$ cat config.mk
export PLATFORM = sky130hd
export DESIGN_NAME = joypad_controller_flat
export DESIGN_NICKNAME = d
export VERILOG_FILES = /design/src/rtl/joypad_controller_if.sv /design/src/rtl/joypad_controller.sv /design/src/flat_wrapper.sv
export SDC_FILE = /design/constraint.sdc
export NUM_CORES = 1
export LEC_CHECK = 0
export BUFFER_PORTS_ARGS = -buffer_cell sky130_fd_sc_hd__buf_2
export CAP_MARGIN = 20
export CORE_MARGIN = 1
export CORE_UTILIZATION = 55
export CTS_BUF_LIST = sky130_fd_sc_hd__clkbuf_8 sky130_fd_sc_hd__clkbuf_16
export CTS_CLUSTER_SIZE = 16
export DETAILED_ROUTE_END_ITERATION = 16
export PLACE_DENSITY = 0.85
export SYNTH_ARGS = -nofsm -noshare
export SYNTH_HDL_FRONTEND = slang
export SYNTH_SLANG_ARGS = --single-unit
$ cat constraint.sdc
create_clock -name clk -period 5.29 [get_ports clk]
set_clock_uncertainty 0.15 [all_clocks]
set_input_delay 1.058 -clock clk [delete_from_list [all_inputs] [get_ports clk]]
set_output_delay 1.058 -clock clk [all_outputs]
set_load 0.02 [all_outputs]
$ cat src/rtl/joypad_controller_if.sv
// Peripheral bus bundle shared by the MMIO peripherals.
// The CPU side drives address/strobes/write data; a peripheral returns read data.
interface Bus_if;
  logic [15:0] addr;
  logic        read_en;
  logic        write_en;
  logic [7:0]  wdata;
  logic [7:0]  rdata;

  modport master (
    output addr, read_en, write_en, wdata,
    input  rdata
  );

  modport slave (
    input  addr, read_en, write_en, wdata,
    output rdata
  );

  // Same view as slave, under the name the peripherals use.
  modport Peripheral_side (
    input  addr, read_en, write_en, wdata,
    output rdata
  );
endinterface

$ cat src/rtl/joypad_controller.sv
// P1/JOYP joypad register: synchronises and debounces eight raw buttons,
// decodes them through the P14/P15 select bits and pulses an interrupt
// whenever a visible P10-P13 line falls.
module joypad_controller #(
  parameter logic [15:0] JOYPAD_ADDR     = 16'hFF00,
  parameter int          SYNC_STAGES     = 2,   // must be at least 2
  parameter int          DEBOUNCE_CYCLES = 4    // 0 bypasses the filter
) (
  input  logic           clk,
  input  logic           reset_n,
  Bus_if.Peripheral_side bus,
  input  logic [7:0]     buttons,   // {start, select, b, a, down, up, left, right}
  output logic           joypad_irq
);

  // Counter is kept at least one bit wide so the bypass build still elaborates.
  localparam int             CNT_W   = (DEBOUNCE_CYCLES > 0) ? $clog2(DEBOUNCE_CYCLES + 1) : 1;
  localparam logic [CNT_W-1:0] CNT_LAST = CNT_W'(DEBOUNCE_CYCLES > 0 ? DEBOUNCE_CYCLES - 1 : 0);

  logic [7:0] w_sync;
  logic [7:0] w_deb;
  logic [3:0] w_low;
  logic [1:0] r_sel;
  logic [3:0] r_low_q;
  logic       r_irq;
  logic       w_sel_hit;
  logic       w_wr;
  logic       w_rd;
  logic       w_unused_wdata;

  genvar gi;
  generate
    for (gi = 0; gi < 8; gi++) begin : g_button
      logic [SYNC_STAGES-1:0] r_chain;
      logic                   r_deb;

      // Synchroniser chain: raw input enters at bit 0, stable copy leaves at the top.
      always_ff @(posedge clk or negedge reset_n) begin
        if (!reset_n) r_chain <= '0;
        else          r_chain <= {r_chain[SYNC_STAGES-2:0], buttons[gi]};
      end

      assign w_sync[gi] = r_chain[SYNC_STAGES-1];
      assign w_deb[gi]  = r_deb;

      if (DEBOUNCE_CYCLES == 0) begin : g_bypass
        // No filtering: the debounced state simply follows the synchroniser.
        always_ff @(posedge clk or negedge reset_n) begin
          if (!reset_n) r_deb <= 1'b0;
          else          r_deb <= w_sync[gi];
        end
      end else begin : g_filter
        logic [CNT_W-1:0] r_cnt;

        // Toggle the debounced state once the input has disagreed with it for
        // DEBOUNCE_CYCLES consecutive cycles; any agreement restarts the count.
        always_ff @(posedge clk or negedge reset_n) begin
          if (!reset_n) begin
            r_cnt <= '0;
            r_deb <= 1'b0;
          end else if (w_sync[gi] == r_deb) begin
            r_cnt <= '0;
          end else if (r_cnt == CNT_LAST) begin
            r_cnt <= '0;
            r_deb <= ~r_deb;
          end else begin
            r_cnt <= r_cnt + 1'b1;
          end
        end
      end
    end
  endgenerate

  assign w_sel_hit = (bus.addr == JOYPAD_ADDR);
  assign w_wr      = bus.write_en && w_sel_hit;
  assign w_rd      = bus.read_en && w_sel_hit;

  // Only wdata[5:4] is writable; the remaining bits are deliberately dropped.
  assign w_unused_wdata = ^{bus.wdata[7:6], bus.wdata[3:0]};

  // Select bits: 0 enables a group (bit0 = directions, bit1 = actions).
  always_ff @(posedge clk or negedge reset_n) begin
    if (!reset_n)  r_sel <= 2'b11;
    else if (w_wr) r_sel <= bus.wdata[5:4];
  end

  // Active-low line decode; both groups selected wire-AND together.
  always_comb begin
    w_low = 4'hF;
    if (!r_sel[0]) w_low = w_low & ~w_deb[3:0];
    if (!r_sel[1]) w_low = w_low & ~w_deb[7:4];
  end

  // Remember last cycle's lines and pulse on any 1->0 transition.
  always_ff @(posedge clk or negedge reset_n) begin
    if (!reset_n) begin
      r_low_q <= 4'hF;
      r_irq   <= 1'b0;
    end else begin
      r_low_q <= w_low;
      r_irq   <= |(r_low_q & ~w_low);
    end
  end

  assign joypad_irq = r_irq;
  assign bus.rdata  = w_rd ? {2'b11, r_sel, w_low} : 8'hFF;

endmodule

$ cat src/flat_wrapper.sv
// flat-port wrapper written by rule: the top's interface ports become plain ports
module joypad_controller_flat 
#(
  parameter logic [15:0] JOYPAD_ADDR     = 16'hFF00,
  parameter int          SYNC_STAGES     = 2,                        
  parameter int          DEBOUNCE_CYCLES = 4                            
)
  (clk, reset_n, buttons, joypad_irq, bus_addr, bus_read_en, bus_write_en, bus_wdata, bus_rdata);
  Bus_if bus_i ();
  input  logic clk;
  input  logic reset_n;
  input  logic [7:0] buttons;
  output logic joypad_irq;
  input wire logic [$bits(bus_i.addr)-1:0] bus_addr;
  input wire logic [$bits(bus_i.read_en)-1:0] bus_read_en;
  input wire logic [$bits(bus_i.write_en)-1:0] bus_write_en;
  input wire logic [$bits(bus_i.wdata)-1:0] bus_wdata;
  output wire logic [$bits(bus_i.rdata)-1:0] bus_rdata;
  assign bus_i.addr = bus_addr;
  assign bus_i.read_en = bus_read_en;
  assign bus_i.write_en = bus_write_en;
  assign bus_i.wdata = bus_wdata;
  assign bus_rdata = bus_i.rdata;
  joypad_controller #(.JOYPAD_ADDR(JOYPAD_ADDR), .SYNC_STAGES(SYNC_STAGES), .DEBOUNCE_CYCLES(DEBOUNCE_CYCLES)) u_core (.clk(clk), .reset_n(reset_n), .bus(bus_i), .buttons(buttons), .joypad_irq(joypad_irq));
endmodule
==> results by stage, run 1 <==
Power:
- The share of total power in sequential cells is 52.6%.
- Per report_power, the clock group accounts for between 20 and 25% of the total.
- The worst supply voltage drop on vdd is about 0.24 mV.
- For this design the static power due to leakage is ~0.0012 uW.
- For this design the ratio of total power to cell area is approximately 460 nW/um^2.
- The part of the power in combinational logic is between 20 and 25%.
- The fraction of power spent switching nets is 28.2%.
- The total internal power is between 800 and 900 uW.
- For this design the total switching power over the nets is ~320 uW.

Synth:
- The most area-hungry cell type in the Yosys netlist is dfrtp_1.
- The flip-flop and latch count after synthesis is 55.
- The number of distinct library cells after synthesis is 23.
- After synthesis, the cell types taking the most area are dfrtp_1 (60%), dfstp_2 (7.7%), ha_1 (4.9%).
- Synthesis handed over a netlist of 156 instances.
- Summing the areas of all fa, ha and maj instances in the mapped netlist gives slightly below 5% of the synthesized area.
- The synthesized netlist devotes under 10% of its cell area to XOR and XNOR gates.
- The cell area that synthesis handed to floorplanning was between 2000 and 2500 sq um.
- A synthesized cell averages 13.1 sq um.
- Summing the areas of all and, or, nand and nor instances in the mapped netlist gives 15.8% of the synthesized area.
- The dominant combinational cell family by area after synthesis is simple AND/OR/NAND/NOR gates.
- Summing the areas of all compound-gate instances in the mapped netlist gives about 3.7% of the synthesized area.
- The share of the Yosys chip area taken by registers is ~68%.
- The share of the synthesized area in the top cell type is 59.8%.
- In the synthesized netlist the async set-or-reset flop fraction comes to 100%.
- The number of enable-type register cells in the synthesized netlist is 0.
- Counting instances in the post-synthesis netlist gives the leading cell types as dfrtp_1 (49), nand2_1 (13), nor3b_1 (13), inv_1 (12), nor2b_1 (11).
- The count of synthesis-stage warnings from yosys is 0.
- The multiplexer share of the synthesized area is 1.65%.
- The most common flop cell mapped by yosys is dfrtp_1.
- The most numerous cell in the Yosys netlist is dfrtp_1.

Floorplanning:
- The floorplan step set the die height to roughly 63 um.
- For this design the top-level I/O count stands at 45.
- The core region is between 3000 and 4000 sq um.
- The chip width is 63.0 um.
- The die covers 3970 sq um.
- The initial core utilization is around 60%.
- The number of placement rows is 21.

Route:
- The overall via count from detail_route is around 1.3k.
- The count of antenna-violating nets left after detailed routing is 0.
- The detail-routed via count per cell is 5.17.
- The overall routed net length is ~3300 um.
- The DRC violation count after routing is 0.
- The first detailed-routing pass took 4 iterations.
- The routed length per placed instance is ~14 um.
- After the first detailed-routing iteration, the DRC count stood at 46.

Global routing:
- After global routing, the most crowded layer is met2.
- The total global-route track usage is between 10% and 20%.
- Global routing finished with a remaining overflow of 0.
- The number of global-route vias before repair is roughly 1.3k.
- In the global route stage, met2 resource usage came out at around 36%.
- The number of antenna violations at the first check in global routing is 0.
- The routing usage on met1 is about a fifth.
- The largest net degree at the start of global routing is 56.
- For this run, global-route usage on met3 was measured as roughly 5%.
- The first global-routing pass estimated approximately 5600 um of wire.

Run:
- The max-capacitance violation count is 0.

Timing:
- The final period demand of the worst path is ~3.8 ns.
- The final hold violation count was 0.
- The upper clock frequency limit is about 0.26 GHz.
- The least setup slack across all paths after layout is between 1 and 1.5 ns.
- Setup repair after global routing left no endpoint under its margin.
- The final cycle utilization of the critical path is a little over 70%.
- The total setup violations reported at the end of the flow is 0.
- The number of slew-limit violations in the final report is 0.
- The sum of negative setup slack is 0 ns.

Cells and area:
- The final cell count without fillers is 246.
- The storage element area is ~1400 sq um.
- Counting the fill cells in the layout gives 237.
- In the final layout, the multi-input gates occupy 609 sq um.
- The fraction of layout cells with a size suffix above 1 is a little over a quarter.
- The number of diodes added for antenna fixing is 0.
- The net total in the final layout is approximately 240.
- The post-synthesis to final-layout area growth is 17.8%.

Place:
- The placed wire-length estimate is 2550 um.
- Once placement completed, the tool counted placed cells totaling ~240.
- At the end of routability-driven placement, the weighted congestion stood at about 0.73.
- Prior to clock tree synthesis, the placed netlist has a worst setup slack of between 1 and 1.5 ns.
- The number of port buffers is 36.

Worst setup path:
- The setup path with the least slack is of type input pin to output port.
- The worst setup path is launched from an input pin.
- In this run the critical register-to-register path is launched from u_core.g_button[5].g_filter.r_cnt[0]$_DFF_PN0_.
- The largest single stage delay on the critical path is 0.52 ns.
- The buffering stage count on the worst path with inverters included is 2.
- The signal on the critical path passes through buf_2, or4_4, nor4_1, and2_0, nand2_1, buf_2.
- The cell family contributing the most delay on the critical path is simple AND/OR/NAND/NOR gates.
- The data arrival time of the worst path is roughly 2.6 ns.
- The slowest stage of the critical path is the or4_4 cell.
- For flop-to-flop paths, the worst setup slack is roughly 4.0 ns.
- STA classifies the critical path endpoint as an output port.
- The critical path required time is between 4 and 5 ns.
- Along the worst path, the maximum fanout reaches 6.
- The critical path launch point is bus_addr[1].
- The cell repeated most along the worst path is buf_2.

Hold path:
- The min-delay analysis places its worst path in the category register to register.
- The origin of the worst min-delay path is u_core.g_button[7].r_chain[0]$_DFF_PN0_.

Clock tree:
- The total clock sinks is 55.
- The H-tree generated during clock tree synthesis spans 2 levels.
- Counting the buffers created by CTS gives 5.
- TritonCTS built the clock tree.
- The insertion delay to the later sink of the worst-skew pair is 0.30 ns.
- The root cell of the clock tree is clkbuf_8.
- The longest clock path from root to sink contains 2 buffers.
- The clock-pin slew of the registers on the worst-case setup and hold paths is 0.09 ns.
- The number of gates resized after CTS was 0.
- Buffers added to address setup during post-CTS repair amount to 0.
- For this design, the CTS-stage hold fixing added 0 buffers.

Outcome:
- The flow ran to the end, and the final reports show no timing, DRC or antenna violations.
==> power by group through the flow <==
| stage | logic, uW | clock network (uW) | registers (uW) |
|---|---|---|---|
| after floorplan | 179 | 0 | 584 |
| after global placement | 222 | 0 | 585 |
| after detailed placement | 254 | 0 | 596 |
| after CTS | 256 | 281 | 588 |
| after global routing | 291 | 301 | 599 |
| final | 253 | 277 | 587 |
==> sequential cells by signal (all words and copies together) (netlist names) <==
signal	cells
u_core.r_sel	2
u_core.g_button.g_filter.r_cnt	24
u_core.r_low_q	4
u_core.g_button.r_deb	8
u_core.joypad_irq	1
u_core.g_button.r_chain	16
==> kinds of logic (layout without fill, tap and decap cells) <==
logic type	Yosys count	count (layout)
AO/OA/AOI/OAI	13	13
flip-flops	55	55
other	1	2
multiplexers	3	3
XOR/XNOR	8	8
AND/OR/NAND/NOR	54	54
buffers and inverters	14	57
adder cells (fa/ha/maj)	8	8
==> cell usage in the layout, fill, tap and decap left out, types with 7 or more instances in the layout <==
cell	n
ha_1	8
nor3_1	8
nand2_1	13
buf_2	36
xnor2_1	8
nor3b_1	13
inv_1	12
o21ai_0	7
dfrtp_1	49
nor2b_1	11
==> path summary, 6_finish.rpt <==
check / end / cells after the start
worst max-delay path: bus_rdata[0] / 6
worst min-delay path: u_core.g_button[7].r_chain[1]$_DFF_PN0_ / 0
worst max register to register: u_core.g_button[5].r_deb$_DFFE_PN0P_ / 3
worst min register to register: u_core.g_button[7].r_chain[1]$_DFF_PN0_ / 0
max in group asynchronous: u_core.r_low_q[1]$_DFF_PN1_ / 2
min in group asynchronous: u_core.g_button[4].r_deb$_DFFE_PN0P_ / 1
==> metal layers <==
layer	vias up	wire, um
li1	609	-
met1	614	1320
met2	42	1770
met3	8	175
met4	0	62
met5	-	0
==> metrics by stage <==
stage	cell area [sq um]	power [uW]	util (%)	hold WS, ns
3_3_place_gp	2280	807	66.1	0.182
6_report	2410	1120	70.1	0.207
2_1_floorplan	2050	763	-	0.181
3_5_place_dp	2280	850	66.1	0.186
5_1_grt	2410	1190	70.1	0.218
4_1_cts	2390	1130	69.5	0.207
==> worst register-to-register path, delay by kind of cell (launching register included) <==
family	cells	cell delay [ns]
flops	1	0.36
mux	1	0.35
simple gates	1	0.21
fa+ha+maj	1	0.16
==> cell type report <==
type                       count  share of cell area, %
multi-input combinational     88                   25.2
inverter                      12                   1.87
clock inverter                 2                   1.45
sequential                    55                   57.3
timing repair buffer          37                   8.29
tap                           46                   2.38
clock buffer                   6                   3.42
Power figures use the tool's default switching activity.
==> run 2, diff against run 1 <==
--- a/config.mk
+++ b/config.mk
@@ -5,14 +5,15 @@
 export SDC_FILE = /design/constraint.sdc
 export NUM_CORES = 1
 export LEC_CHECK = 0
+export ABC_AREA = 1
 export BUFFER_PORTS_ARGS = -buffer_cell sky130_fd_sc_hd__buf_2
 export CAP_MARGIN = 20
 export CORE_MARGIN = 1
-export CORE_UTILIZATION = 55
+export CORE_UTILIZATION = 48
 export CTS_BUF_LIST = sky130_fd_sc_hd__clkbuf_8 sky130_fd_sc_hd__clkbuf_16
 export CTS_CLUSTER_SIZE = 16
 export DETAILED_ROUTE_END_ITERATION = 16
-export PLACE_DENSITY = 0.85
+export PLACE_DENSITY = 0.78
 export SYNTH_ARGS = -nofsm -noshare
 export SYNTH_HDL_FRONTEND = slang
 export SYNTH_SLANG_ARGS = --single-unit
==> constraint.sdc (replaced) <==
create_clock -name clk -period 3.3 [get_ports clk]
set_clock_uncertainty 0.15 [all_clocks]
set_input_delay 0.66 -clock clk [delete_from_list [all_inputs] [get_ports clk]]
set_output_delay 0.66 -clock clk [all_outputs]
set_load 0.02 [all_outputs]
==> run 2 against run 1 <==
Net effect:
- cell count increased by 18%
- synthesized cell count grew 26%
- critical path depth up 2
- register-to-register slack lost 1.9 ns
- critical path type unchanged
- non-clock buffer count is the same
- global-route usage fell by 2.8 points
- sequential power up 59%
- worst setup slack worse by 0.54 ns
- clock power grew 91%
==> results by stage, run 2 <==
Synth:
- The number of distinct library cells after synthesis is 18.
- The flip-flop and latch count after synthesis is 55.
- The synthesized design spends more area on one cell type than any other, namely dfrtp_1.
- Summing the areas of all compound-gate instances in the mapped netlist gives under 10% of the synthesized area.
- By area the synthesized netlist is led by dfrtp_1 (58%), dfstp_2 (7.4%), nand2_1 (6.4%).
- In this run, synthesis inferred 0 flip-flops with an integrated enable.
- The number of cells produced by synthesis is 196.
- The multiplexer share of the synthesized area is 0%.
- Summing the areas of all fa, ha and maj instances in the mapped netlist gives roughly 4.7% of the synthesized area.
- The share of the synthesized area in the top cell type is roughly 58%.
- The sequential-to-total area share from yosys stat is roughly two thirds.
- The most numerous cell in the Yosys netlist is dfrtp_1.
- After Yosys synthesis, and, or, nand and nor cells account for between 10% and 20% of the synthesized area.
- The average instance in the mapped netlist occupies between 10 and 15 sq um.
- The Yosys step of the flow raised 0 warnings.
- In this run the cell area of the synthesized design comes to between 2000 and 2500 sq um.
- After synthesis, the share of flip-flops with an asynchronous set or reset is 100%.
- By count the netlist is led by dfrtp_1 (49), nand2_1 (36), inv_1 (31), nor2_1 (19), nor3_1 (9).
- In the synthesized netlist the dominant register cell turns out to be dfrtp_1.
- Of the total synthesized cell area, the portion taken by XOR and XNOR cells is about 3.3%.
- By area, the combinational part of the netlist is dominated by simple AND/OR/NAND/NOR gates.

Clock tree:
- The quantity of hold-fixing buffers added after cts is 0.
- The TritonCTS clock tree is done.
- Once the clock tree was built, the setup fixing pass inserted 0 buffers.
- The number of clock buffers inserted by TritonCTS is 5.
- The tree is rooted in a clkbuf_8.
- The clock net in this run drives a total of between 50 and 60 sinks.
- Clock-pin slew was measured on the worst setup and hold paths at about 0.1 ns.
- The H-tree was split into 2 levels.
- The clock passes through at most 2 buffers.
- The total of cells resized after clock tree synthesis is 0.
- The insertion delay to the later sink of the worst-skew pair is a little over 0.3 ns.

Cells and area:
- The most common library cell in the layout ignoring fill and taps is dfrtp_1.
- The number of antenna diodes in the final layout is 0.
- The largest registers in the layout are u_core.g_button.g_filter.r_cnt: 24 flops, u_core.g_button.r_chain: 16 flops, u_core.g_button.r_deb: 8 flops.
- The register with the most flip-flops in the layout has 24 of them.
- Cells fill between 60% and 70% of the core in the end.
- The multi-input combinational cell area is about 610 sq um.
- Summing all flip-flop and latch instances after layout gives between 1000 and 1500 sq um.
- The fill cell instance count of the final layout is around 340.
- For this run, the post-layout net count is approximately 280.
- In the layout the commonest cells are dfrtp_1 (49), nand2_1 (36), buf_2 (36).
- The final cell count without fillers is 290.
- The fraction of layout cells with a size suffix above 1 is 22.9%.
- The register with the most flip-flops is u_core.g_button.g_filter.r_cnt.
- The area growth from synthesis to layout is 17.9%.

Power:
- The share of total power in sequential cells is between 40% and 50%.
- The post-layout total power is approximately 1900 uW.
- The fraction of power spent switching nets is between 20 and 30%.
- Cell internal power was estimated by the tool at about 1300 uW.
- The net switching power of the design is roughly 540 uW.
- The worst-case IR drop observed on VDD is approximately 0.35 mV.
- The share of total power dissipated in the clock network is between 20 and 30%.
- For this design the static power due to leakage is between 0.001 and 0.0015 uW.
- For this design the ratio of total power to cell area is 753 nW/um^2.
- Combinational logic burns 22.4% of the power.

Floorplanning:
- The overall die area is 4690 sq um.
- The floorplan has 23 rows.
- For this configuration, the core starts out at a cell density of around half.
- The die is roughly 68 um tall.
- 45 I/O pins were placed.
- The area of the core is 4120 sq um.
- The chip width is between 60 and 70 um.

Worst setup path:
- In this run the critical register-to-register path is captured at u_core.joypad_irq$_DFF_PN0_.
- The stage delay of the slowest cell on the critical path is 0.16 ns.
- The critical path launch point is bus_addr[7].
- On the critical path, the stage with the largest delay is an instance of buf_2.
- The data arrival time of the worst path is 1.55 ns.
- Walking the worst path, the cells encountered are buf_2, nor2_1, nand2_1, nor2_4, nand2_2, nor2_4, nand2_1, buf_2.
- The depth of the worst register-to-register path is 5.
- The critical path required time is between 2 and 2.5 ns.
- On the critical path the largest part of the delay comes from simple AND/OR/NAND/NOR gates.
- The worst-case register-to-register setup slack is ~2.1 ns.
- Counting buffers and inverters, the worst setup path is 8 cells deep.
- The maximum fanout count along the critical path is 6.
- The startpoint of the lowest-slack register-to-register path is u_core.r_sel[0]$_DFFE_PN1P_.
- The last element of the critical path is bus_rdata[1].
- The setup path with the least slack is of type input pin to output port.
- The worst setup path is launched from an input pin.
- The capturing element type of the critical path is an output port.
- The critical path contains buffers and inverters numbering 2 combined.

Place:
- Summed over all nets, the half-perimeter wirelength after detailed placement is between 2000 and 2500 um.
- Routability-driven placement finished with a final weighted congestion of just over 0.7.
- The placed cell count is 282.
- Prior to clock tree synthesis, the placed netlist has a worst setup slack of approximately 0.92 ns.
- During placement, the flow inserted port buffers numbering 36.

Global routing:
- The number of global-route vias before repair was 1366.
- The number of antenna violations at the first check in global routing is 0.
- Entering global routing, the biggest net connects 38 pins.
- The total global-route track usage is between 10% and 20%.
- The first global-routing pass estimated between 5000 and 6000 um of wire.
- The aggregate global routing overflow is 0.

Timing:
- Setup violations remaining at the end of the flow were counted as 0.
- The final cycle utilization of the critical path is between 70% and 80%.
- The final hold violation count came to 0.
- The number of slew-limit violations in the final report was 0.
- The worst path in the final design needs a cycle of roughly 2.4 ns, including I/O delays and setup.
- The sum of negative setup slack is 0 ns.
- The worst path meets setup with 0.940 ns of slack.
- The upper clock frequency limit is between 0.4 and 0.5 GHz.
- Setup repair after global routing left no endpoint under its margin.

Route:
- The count of nets left with antenna violations once routing finished came out at 0.
- The detail-routed via count per cell is roughly 4.7.
- The overall routed net length is between 3000 and 4000 um.
- The overall via count from detail_route is 1368.
- In the final routed layout, each cell accounts on average for approximately 11 um.
- The number of design-rule violations left by the first detailed-router iteration is between 40 and 50.
- For this run, design rule violations remaining after detail routing come to 0.
- The first detailed-routing pass ran for 4 iterations.

Outcome:
- The run finished with clean final reports.

Hold path:
- In this run the worst hold path is classified as input pin to asynchronous set/reset pin.

Run:
- The max-capacitance violation count is 0.
==> run 2: worst reg2reg max path, cell delays in order, from the launching register on <==
cell	delay, ns
dfstp_2	0.60
o22ai_1	0.15
nand2_1	0.09
nand2_1	0.05
inv_1	0.04
nand2_1	0.04
==> run 2: layout make-up <==
type | count | share of cell area (%)
inverters | 31 | 4.65
clock inverters | 3 | 2.85
flip-flops and latches | 55 | 55.3
multi-input cells | 109 | 24.4
repair buffers | 37 | 7.50
well taps | 50 | 2.50
clock buffers | 5 | 2.75
==> run 2: kinds of logic (layout without fill, tap and decap cells) <==
family | Yosys count | after routing
AND/OR/NAND/NOR | 79 | 79
flip-flops | 55 | 55
buffers and inverters | 33 | 76
AO/OA/AOI/OAI | 12 | 12
adder cells (fa/ha/maj) | 8 | 8
XOR/XNOR | 8 | 8
other | 1 | 2
==> run 2: worst min-delay path by stage <==
stage                                            startpoint                                        endpoint  slack [ns]  cells after the start
CTS                                                 reset_n  u_core.g_button[0].g_filter.r_cnt[2]$_DFF_PN0_        0.12                      1
global route                                        reset_n         u_core.g_button[2].r_chain[0]$_DFF_PN0_        0.14                      1
floorplan           u_core.g_button[0].r_chain[0]$_DFF_PN0_         u_core.g_button[0].r_chain[1]$_DFF_PN0_        0.18                      0
detailed placement  u_core.g_button[2].r_chain[0]$_DFF_PN0_         u_core.g_button[2].r_chain[1]$_DFF_PN0_        0.19                      0
finish                                              reset_n  u_core.g_button[0].g_filter.r_cnt[2]$_DFF_PN0_        0.13                      1
global placement    u_core.g_button[1].r_chain[0]$_DFF_PN0_         u_core.g_button[1].r_chain[1]$_DFF_PN0_        0.18                      0
==> run 2: per-layer routing <==
layer  up-vias  routed length (um)  track usage (%)
li1        692                   -                -
met1       646                1370             18.2
met2        24                1640             28.7
met3         6                 130             7.07
met4         0                  48             6.51
met5         -                   0                0
==> run 2: power by group through the flow <==
stage / clock network (uW) / registers, uW / logic, uW
after global routing: 571 / 954 / 493
after CTS: 549 / 932 / 433
after detailed placement: 0 / 945 / 430
final: 530 / 931 / 421
after global placement: 0 / 934 / 408
after floorplan: 0 / 934 / 321
==> run 2: stage by stage <==
step	cell area [sq um]	hold slack, ns
after floorplan	2130	0.181
after global placement	2360	0.181
after detailed placement	2360	0.186
after CTS	2500	0.116
after global routing	2500	0.135
final	2500	0.126
==> run 3, diff against run 2 <==
--- a/config.mk
+++ b/config.mk
@@ -9,11 +9,11 @@
 export BUFFER_PORTS_ARGS = -buffer_cell sky130_fd_sc_hd__buf_2
 export CAP_MARGIN = 20
 export CORE_MARGIN = 1
-export CORE_UTILIZATION = 48
+export CORE_UTILIZATION = 53
 export CTS_BUF_LIST = sky130_fd_sc_hd__clkbuf_8 sky130_fd_sc_hd__clkbuf_16
 export CTS_CLUSTER_SIZE = 16
 export DETAILED_ROUTE_END_ITERATION = 16
-export PLACE_DENSITY = 0.78
+export PLACE_DENSITY = 0.82
 export SYNTH_ARGS = -nofsm -noshare
 export SYNTH_HDL_FRONTEND = slang
 export SYNTH_SLANG_ARGS = --single-unit
==> constraint.sdc (replaced) <==
create_clock -name clk -period 2.3 [get_ports clk]
set_clock_uncertainty 0.15 [all_clocks]
set_input_delay 0.46 -clock clk [delete_from_list [all_inputs] [get_ports clk]]
set_output_delay 0.46 -clock clk [all_outputs]
set_load 0.02 [all_outputs]
==> run 3 against run 2 <==
Net effect:
- first-iteration DRC count up 91%
- critical path type unchanged
- global-route usage rose by 1.8 points
- count of clock-buffer cells in the layout did not move
- worst hold slack worse by 0.026 ns
- highest routed layer unchanged
==> results by stage, run 3 (synthesized netlist as in run 2, its figures left out) <==
Outcome:
- The run finished with clean final reports.

Hold path:
- The worst hold path begins at buttons[1].
- The type of the worst min-delay path is input pin to register.
- For hold timing, the worst endpoint is u_core.g_button[1].r_chain[0]$_DFF_PN0_.
- The number of stages on the worst hold path is 1.

Place:
- The final weighted congestion in routability-driven placement is 0.668.
- The number of port buffers is 36.
- Detailed placement finished with a half-perimeter wire length of between 2000 and 2500 um.
- Including well taps, the total number of placed cells is roughly 280.
- Prior to clock tree synthesis, the placed netlist has a worst setup slack of roughly 0.33 ns.

Timing:
- After layout, the worst path uses a little under nine tenths of the clock period.
- For the final routed database, the setup TNS stands at 0 ns.
- The upper clock frequency limit is between 0.5 and 0.6 GHz.
- The number of slew-limit violations in the final report came to 0.
- The final period demand of the worst path is 1.96 ns.
- The final hold violation count was 0.
- The minimum hold slack is between 0.09 and 0.1 ns.
- Setup violations remaining at the end of the flow were counted as 0.
- Setup repair after global routing left no endpoint under its margin.
- Across all setup checks in the final design, the least slack found is between 0.3 and 0.4 ns.

Worst setup path:
- Counting cells, the worst reg-to-reg path comes to 5.
- The data arrival time of the worst path is 1.35 ns.
- The library cell contributing the largest single delay on the critical path is buf_2.
- The critical path goes through buf_2, nor2_1, nand2_1, nor2_4, nand2_2, nor2_4, nand2_1, buf_2.
- The worst setup path is captured at an output port.
- The critical path in this run is classified as input pin to output port.
- Of all nets on the critical path, the largest fanout is 6.
- The worst-case register-to-register setup slack is between 1 and 1.5 ns.
- The buffering stage count on the worst path with inverters included is 2.
- The critical path required time is roughly 1.7 ns.
- On the worst path, the slowest cell contributes a delay of around 0.16 ns.
- Among cell families on the critical path, the largest total delay comes from simple AND/OR/NAND/NOR gates.
- The worst setup path is launched from an input pin.
- The capture instance of the worst register-to-register path is u_core.joypad_irq$_DFF_PN0_.
- In this run the critical register-to-register path is launched from u_core.r_sel[0]$_DFFE_PN1P_.

Clock tree:
- The clock reaches the later pin of the worst-skew pair after 0.31 ns.
- The TritonCTS clock tree is done.
- The number of clock buffers inserted by TritonCTS is 5.
- The cell sitting at the root of the clock tree is a clkbuf_8.
- The total of cells resized after clock tree synthesis is 0.
- The H-tree was split into 2 levels.
- Counting along the longest clock path gives a buffer depth of 2.
- The clock-pin slew of the registers on the worst-case setup and hold paths is about 0.09 ns.
- The total clock sinks is 55.

Power:
- The net switching power of the design is between 700 and 800 uW.
- Registers are responsible for a little under 50% of the overall power.
- The total leakage power is between 0.001 and 0.0015 uW.
- In this run the power density over the cells is between 1000 and 1500 nW/um^2.
- The part of the power in combinational logic is a little under a quarter.
- The proportion of power drawn by the clock network is a little over a quarter.
- The worst supply voltage drop on vdd is between 0.5 and 0.6 mV.
- Cell internal power was estimated by the tool at ~1900 uW.
- The fraction of power spent switching nets is approximately 29%.

Route:
- The detailed router finished its first iteration with 84 violations.
- Before antenna repair, the detailed router went through 4 iterations.
- In the routed layout, each cell is associated on average with a via count of around 4.7.
- The routed layout has about 1.4k vias.
- Once detail routing completed, the nets flagged for antenna violations numbered 0.
- The overall routed net length is around 3200 um.
- After detailed routing, the average wire length per cell comes to ~11 um.
- After detailed routing, the number of remaining DRC violations is 0.

Cells and area:
- The flip-flop count of the largest register, all copies and words added is 24.
- The register with the most flip-flops is u_core.g_button.g_filter.r_cnt.
- The library cell used most frequently in the layout, excluding fill and tap cells, is dfrtp_1.
- The number of diodes added for antenna fixing is 0.
- The largest registers in the layout are u_core.g_button.g_filter.r_cnt: 24 flops, u_core.g_button.r_chain: 16 flops, u_core.g_button.r_deb: 8 flops.
- The final cell count without fillers is 290.
- The net total in the final layout is ~290.
- The end-of-flow core utilization is between 60% and 70%.
- The fill cell instance count of the final layout is 292.
- The fraction of layout cells with a size suffix above 1 is a little under a quarter.
- From synthesis to final layout, the design area changed by 18.4%.
- The top cell types in the final layout, fill and taps aside, are dfrtp_1 (49), nand2_1 (36), buf_2 (36).

Floorplanning:
- The core region is about 3700 sq um.
- The initialized floorplan defines 22 standard-cell rows.
- The initial core utilization is between 50% and 60%.
- The die covers between 4000 and 5000 sq um.
- Measured along the y axis, the die boundary spans about 65 um.
- During I/O placement, the number of pins put on the boundary was 45.
- In this run the horizontal extent of the chip is 65.3 um.

Run:
- The max-capacitance violation count is 0.

Global routing:
- The first global-routing pass estimated between 5000 and 6000 um of wire.
- The number of antenna violations at the first check in global routing is 0.
- The number of global-route vias before repair was 1389.
- The aggregate global routing overflow is 0.
- The total global-route track usage is 18.6%.
- Entering global routing, the biggest net connects 24 pins.
run 3: cell types whose count changed in the layout (fill, tap and decap cells not counted), sizes merged:
cell	previous run	this run
clkinvlp	0	1
buf	37	38
dlygate4sd3	0	1
inv	32	31
run 3: what timing repair did:
| item | CTS | global route |
|---|---|---|
| buffers inserted | 0 | 0 |
| hold buffers | 1 | 0 |
| hold endpoints to repair | 20 | 0 |
run 3: layout make-up:
type	count	area [sq um]	share of cell area [%]
sequential	55	1380	55.1
multi-input combinational	109	611	24.3
timing repair buffer	39	205	8.17
inverter	31	116	4.63
clock buffer	5	68.8	2.74
clock inverter	3	67.6	2.69
tap	48	60.1	2.39
run 3: metrics by stage:
| stage | cell area [sq um] | power [uW] |
|---|---|---|
| after global placement | 2370 | 1940 |
| after CTS | 2510 | 2730 |
| after floorplan | 2130 | 1800 |
| after detailed placement | 2370 | 1980 |
| final | 2510 | 2690 |
| after global routing | 2510 | 2880 |
run 3: how the worst max path moves through the flow:
stage | from | to | slack, ns | cells after the start
2_1_floorplan | bus_addr[7] | bus_rdata[0] | 0.59 | 6
5_1_grt | bus_addr[7] | bus_rdata[0] | 0.22 | 8
3_5_place_dp | bus_addr[7] | bus_rdata[2] | 0.33 | 8
4_1_cts | bus_addr[7] | bus_rdata[2] | 0.32 | 8
3_3_place_gp | bus_addr[5] | bus_rdata[2] | 0.34 | 8
6_report | bus_addr[7] | bus_rdata[4] | 0.34 | 8
run 3: layer usage:
layer,track usage (%),up-vias,part of all wire (%)
met4,11.7,0,3.3
met2,29.5,27,47
met1,23.2,621,46
met3,3.65,11,3.2
li1,-,694,-
met5,0,-,0
run 3: power groups by stage:
stage | registers (uW) | logic [uW] | clock network, uW
2_1_floorplan | 1340 | 461 | 0
3_3_place_gp | 1340 | 593 | 0
3_5_place_dp | 1350 | 628 | 0
4_1_cts | 1340 | 639 | 753
5_1_grt | 1360 | 732 | 787
6_report | 1330 | 626 | 732
